==> config.mk <==
export PLATFORM = sky130hd
export DESIGN_NAME = id_char_tx
export DESIGN_NICKNAME = d
export VERILOG_FILES = /design/src/rtl/id_pkg.sv /design/src/rtl/id_char_step.sv /design/src/rtl/id_char_tx.sv
export SDC_FILE = /design/constraint.sdc
export NUM_CORES = 1
export LEC_CHECK = 0
export CAP_MARGIN = 20
export CORE_ASPECT_RATIO = 1.1
export CORE_MARGIN = 5
export CORE_UTILIZATION = 57
export CTS_BUF_LIST = sky130_fd_sc_hd__clkbuf_4 sky130_fd_sc_hd__clkbuf_8
export CTS_CLUSTER_DIAMETER = 120
export DETAILED_ROUTE_END_ITERATION = 16
export GPL_ROUTABILITY_DRIVEN = 0
export PLACE_DENSITY = 0.95
export SETUP_SLACK_MARGIN = 0.2
export SYNTH_ARGS = -nofsm -noshare
export SYNTH_HDL_FRONTEND = slang
export SYNTH_HIERARCHICAL = 1
export SYNTH_SLANG_ARGS = --single-unit
==> constraint.sdc <==
create_clock -name clk -period 3.9 [get_ports clk]
set_clock_uncertainty 0.05 [all_clocks]
set_input_delay 0.585 -clock clk [delete_from_list [all_inputs] [get_ports clk]]
set_output_delay 0.585 -clock clk [all_outputs]
set_load 0.01 [all_outputs]
==> src/rtl/id_pkg.sv <==
// Shared identifier definitions: FSM state encoding, character classes and ASCII bounds.
// No logic or latency of its own; used by the char-stream generator and the recognizer FSM.
// Backpressure: not applicable.
// Contents: id_state_t, id_class_t, CH_A/CH_Z/CH_0/CH_9, clamp_let(), clamp_dig().
package id_pkg;

   typedef enum logic [1:0] {
      IDLE = 2'd0,
      LET  = 2'd1,
      DIG  = 2'd2,
      TERM = 2'd3
   } id_state_t;

   typedef enum logic {
      CLS_LET = 1'b0,
      CLS_DIG = 1'b1
   } id_class_t;

   localparam logic [7:0] CH_A = 8'h61;
   localparam logic [7:0] CH_Z = 8'h7A;
   localparam logic [7:0] CH_0 = 8'h30;
   localparam logic [7:0] CH_9 = 8'h39;

   // Out-of-alphabet bases fall back to the first character of the class.
   function automatic logic [7:0] clamp_let(input logic [7:0] c);
      return ((c >= CH_A) && (c <= CH_Z)) ? c : CH_A;
   endfunction

   function automatic logic [7:0] clamp_dig(input logic [7:0] c);
      return ((c >= CH_0) && (c <= CH_9)) ? c : CH_0;
   endfunction

endpackage

==> src/rtl/id_char_step.sv <==
// Next character within a class (letter or digit), wrapping at the end of the alphabet.
// Latency: purely combinational.
// Backpressure: none; the caller decides when to use the result.
// Ports: cur (current char), cls (letter/digit class), nxt (successor char).
module id_char_step
   import id_pkg::*;
(
   input  logic [7:0] cur,
   input  id_class_t  cls,
   output logic [7:0] nxt
);

   always_comb begin
      nxt = cur + 8'd1;
      case (cls)
         CLS_LET: if (cur == CH_Z) nxt = CH_A;
         CLS_DIG: if (cur == CH_9) nxt = CH_0;
         default: nxt = cur + 8'd1;
      endcase
   end

endmodule

==> src/rtl/id_char_tx.sv <==
// Identifier char-stream generator: let_cnt letters, dig_cnt digits, then TERM_CHAR.
// Latency: first char valid one cycle after an accepted start; one char per beat thereafter.
// Backpressure: char/char_valid hold while char_ready is low; start is only sampled in IDLE.
// Ports: clk, rst_n; start/let_cnt/dig_cnt/let_base/dig_base request; char/char_valid/char_ready
//        stream; busy, done (pulse after terminator), err (pulse on rejected start).
module id_char_tx
   import id_pkg::*;
#(
   parameter int         CNT_W     = 4,
   parameter logic [7:0] TERM_CHAR = 8'h20
)(
   input  logic             clk,
   input  logic             rst_n,
   input  logic             start,
   input  logic [CNT_W-1:0] let_cnt,
   input  logic [CNT_W-1:0] dig_cnt,
   input  logic [7:0]       let_base,
   input  logic [7:0]       dig_base,
   output logic [7:0]       char,
   output logic             char_valid,
   input  logic             char_ready,
   output logic             busy,
   output logic             done,
   output logic             err
);

   localparam logic [CNT_W-1:0] CNT_ONE = {{(CNT_W-1){1'b0}}, 1'b1};

   id_state_t        state;
   logic [CNT_W-1:0] rem;        // chars left in the current field, counts down to 1
   logic [CNT_W-1:0] dig_len;    // digit field length, loaded into rem on LET->DIG
   logic [7:0]       dig_first;  // clamped digit base, emitted on LET->DIG
   logic [7:0]       char_nxt;
   id_class_t        step_cls;
   logic             beat;

   assign beat     = char_valid & char_ready;
   assign step_cls = (state == DIG) ? CLS_DIG : CLS_LET;

   id_char_step u_step (
      .cur (char),
      .cls (step_cls),
      .nxt (char_nxt)
   );

   always_ff @(posedge clk or negedge rst_n) begin
      if (!rst_n) begin
         state      <= IDLE;
         rem        <= '0;
         dig_len    <= '0;
         dig_first  <= CH_0;
         char       <= 8'h00;
         char_valid <= 1'b0;
         busy       <= 1'b0;
         done       <= 1'b0;
         err        <= 1'b0;
      end else begin
         done <= 1'b0;
         err  <= 1'b0;
         case (state)
            IDLE: begin
               if (start) begin
                  if (let_cnt != '0) begin
                     rem        <= let_cnt;
                     dig_len    <= dig_cnt;
                     dig_first  <= clamp_dig(dig_base);
                     char       <= clamp_let(let_base);
                     char_valid <= 1'b1;
                     busy       <= 1'b1;
                     state      <= LET;
                  end else begin
                     // An identifier must begin with a letter.
                     err <= 1'b1;
                  end
               end
            end
            LET: begin
               if (beat) begin
                  if (rem == CNT_ONE) begin
                     if (dig_len != '0) begin
                        char  <= dig_first;
                        rem   <= dig_len;
                        state <= DIG;
                     end else begin
                        char  <= TERM_CHAR;
                        state <= TERM;
                     end
                  end else begin
                     char <= char_nxt;
                     rem  <= rem - CNT_ONE;
                  end
               end
            end
            DIG: begin
               if (beat) begin
                  if (rem == CNT_ONE) begin
                     char  <= TERM_CHAR;
                     state <= TERM;
                  end else begin
                     char <= char_nxt;
                     rem  <= rem - CNT_ONE;
                  end
               end
            end
            TERM: begin
               // char keeps TERM_CHAR after the stream ends.
               if (beat) begin
                  char_valid <= 1'b0;
                  busy       <= 1'b0;
                  done       <= 1'b1;
                  state      <= IDLE;
               end
            end
            default: state <= IDLE;
         endcase
      end
   end

endmodule

==> summary.log <==
INFO  pwr            pwr_density_cell=258mW/mm^2
INFO  final_layout   final.fill_count=244
INFO  drt            average_wire_per_standard_cell=15.4microns
INFO  final_layout   antenna_cells_inserted=0
INFO  floorplanning  die-height=71.0microns
INFO  final_layout   syn2layout_area_growth=24.4%
INFO  pwr            power_frac_comb=0.085
INFO  sta            finalSetupViolCount=0
INFO  pwr            max-vdd-ir-drop=0.191mV
INFO  placed_design  placement.io_buffers=39
INFO  grt            grt_pass1_wl=6950microns
INFO  grt            residual_overflow_from_global_routing=0
INFO  drt            drt.antenna.violating_nets=0
INFO  worst_setup_path worst_ep_required_time=4.07ns
INFO  clocking       cts_inserted_buffers=5
INFO  clocking       cts-root-to-sink-buffers=2
INFO  logic_synthesis synth.area.top_cells=dfrtp_1 35%, ha_1 6.5%, nand2_1 5.8%
INFO  clocking       htreeDepth=2
INFO  floorplanning  io-pin-count=40
INFO  floorplanning  floorplan.die.width=65.4microns
INFO  clocking       clkLatencyLatePin=0.34ns
INFO  logic_synthesis ffs_w_async_s_r_synth=1.00
INFO  drt            dr_total_vias=1705
INFO  logic_synthesis synth_top_cell_by_area=dfrtp_1
INFO  clocking       clock_root_cell=clkbuf_4
INFO  final_layout   final_layout_size_suffix_gt1_frac=0.113
INFO  sta            fin_setup_tns=0ns
INFO  sta            layout_min_cycle_time=2.20ns
INFO  worst_setup_path timing.critical_path.arrival=2.37ns
INFO  sta            max_slew.worst_pin.slew=0.515ns
INFO  logic_synthesis synth-seq-area-share=0.378
INFO  grt            maximum_number_of_pins_on_one_net_before_global_route_repair=30
INFO  clocking       cts.repair_timing.setup_buffer_count=0
INFO  logic_synthesis synth.lib_cells_used.distinct=61
INFO  grt            gr-usage-all-layers=0.192
INFO  final_layout   total_number_of_nets_in_the_final_design=276
INFO  worst_setup_path worstSetupPathType=flip-flop to flip-flop
INFO  logic_synthesis dominantRegCellSynth=dfrtp_1
INFO  logic_synthesis syn-num-nets=236
INFO  logic_synthesis syn_warnings=6
INFO  floorplanning  fp-row-count=22
INFO  sta            final_min_period_over_clock_period=0.564
INFO  logic_synthesis synth_cells=198
INFO  floorplanning  initial_core_util=0.583
INFO  logic_synthesis synth_top_area_share=0.351
INFO  drt            first_pass_iters=4
INFO  drt            drt_iter0_drc=158
INFO  worst_setup_path timing.critical_path.fanout_max=11
INFO  grt            antenna_found_initial=0
INFO  pwr            swShare=0.202
INFO  pwr            totalPowerFinal=0.619mW
INFO  hold_path      hp_class=flip-flop to flip-flop
INFO  pwr            net-switching-power=0.125mW
INFO  run            cap_violations=0
INFO  placed_design  dpl.hpwl=3250microns
INFO  grt            first_global_vias=1580
INFO  clocking       post_cts_hold_buffer_count=0
INFO  pwr            p_int=0.494mW
INFO  pwr            power.share.clock=0.424
INFO  sta            hold_viol=0
INFO  final_layout   most_frequent_standard_cell_in_the_layout_excluding_fill_and_tap_cells=clkdlybuf4s50_1
INFO  worst_setup_path nature_of_the_critical_path_endpoint=flip-flop
INFO  worst_setup_path crit_start_category=flip-flop
INFO  placed_design  place_area=0.00231sqmm
INFO  final_layout   mostFrequentLayoutCells=39 x clkdlybuf4s50_1, 30 x nand2_1, 27 x dfrtp_1
INFO  sta            slew_violations=0
INFO  clocking       post_cts_resize_count=0
INFO  floorplanning  core_area=0.00330sqmm
INFO  run_status     run_status=finished clean
INFO  drt            post-route-drc-count=0
INFO  logic_synthesis synth_seq_cells=29
INFO  placed_design  pre_cts_ws=1.37ns
INFO  floorplanning  dieArea=0.00464sqmm
INFO  sta            max-slew-margin-rel=0.655
INFO  clocking       tritoncts=done
INFO  sta            timing.final.ws_setup=1.70ns
INFO  drt            finalWirelength=4240microns
INFO  clocking       path_clk_slew=0.09ns
INFO  logic_synthesis syn-mean-instance-area=9.73squm
INFO  final_layout   layout.cell_area.non_filler=0.00240sqmm
INFO  sta            rsz0062_at_grt=false
INFO  pwr            sequentialPowerShare=0.491
INFO  clocking       cts_num_sinks=29
INFO  drt            vias_per_cell=6.20
INFO  pwr            static-leakage-power=1.05nW
INFO  sta            achievable-frequency=0.455GHz
INFO  logic_synthesis synth_area=0.00193sqmm
INFO  logic_synthesis number_of_enable_type_register_cells_in_the_synthesized_netlist=0
power groups by stage:
stage          registers (mW)  logic (mW)  clock network (mW)
6_report                0.304      0.0527               0.262
2_1_floorplan           0.310      0.0103                   0
3_5_place_dp            0.310      0.0528                   0
4_1_cts                 0.304      0.0532               0.266
5_1_grt                 0.304      0.0580               0.272
3_3_place_gp            0.310      0.0518                   0
stage by stage:
step	cells	hold WS, ns	util
after floorplan	198	0.239	-
after global placement	267	0.432	0.698
after detailed placement	267	0.436	0.698
after CTS	275	0.450	0.725
after global routing	275	0.461	0.725
final	275	0.451	0.725
cell usage after synthesis (all sizes together), types with 3 or more instances:
cell type	n
xnor2	5
nand2	30
ha	10
inv	10
nand3	3
buf	6
a221oi	8
a22o	6
o31ai	6
dfrtp	27
nor2	12
a21oi	5
o221ai	3
o21ai	10
a31oi	6
kinds of logic after synthesis:
kind of cell,after synthesis,synth area share
muxes,3,0.0182
buffers and inverters,17,0.0513
and+or+nand+nor,68,0.180
AOI/OAI and AO/OA,64,0.276
xor gates and xnor gates,7,0.0318
DFF,29,0.378
adders and majority gates,10,0.0650
flip-flops by register name (all words and copies together), names as in the netlist:
signal and cells:
err 1, char 8, busy 1, state 2
done 1, rem 4, dig_len 4, dig_first 8
critical path, stage by stage, from the launching register on:
cell and delay [ns]:
dfrtp_1 0.41, inv_1 0.16, ha_1 0.40, nand3b_1 0.14, a211oi_1 0.39, nor2_1 0.11
a221oi_1 0.31, o31ai_1 0.12
path summary, 6_finish.rpt:
path,startpoint,to,slack [ns],cells after the start
worst max-delay path,state[0],char[3],1.70,7
worst min-delay path,dig_first[5],dig_first[5],0.45,1
worst max register to register,state[0],char[3],1.70,7
worst min register to register,dig_first[5],dig_first[5],0.45,1
max in group asynchronous,rst_n,dig_first[5],2.92,2
min in group asynchronous,rst_n,char[0],0.57,2
layer usage:
layer  part of all wire  up-vias  GRT usage  wire, microns
met3              0.054        9     0.0381            227
met1               0.43      799      0.240           1840
met2               0.49       66      0.307           2090
li1                   -      831          -              -
met4              0.020        0      0.106             84
met5                  0        -          0              0
cell type report:
cell class	count	area, sq um	area share
Clock buffer	7	58.8	0.0245
Tap cell	36	45.0	0.0188
Multi-Input combinational cell	152	1100	0.458
Clock inverter	1	30.0	0.0125
Timing Repair Buffer	40	398	0.166
Sequential cell	29	728	0.304
Inverter	10	37.5	0.0157
(Power assumes the default switching activity.)
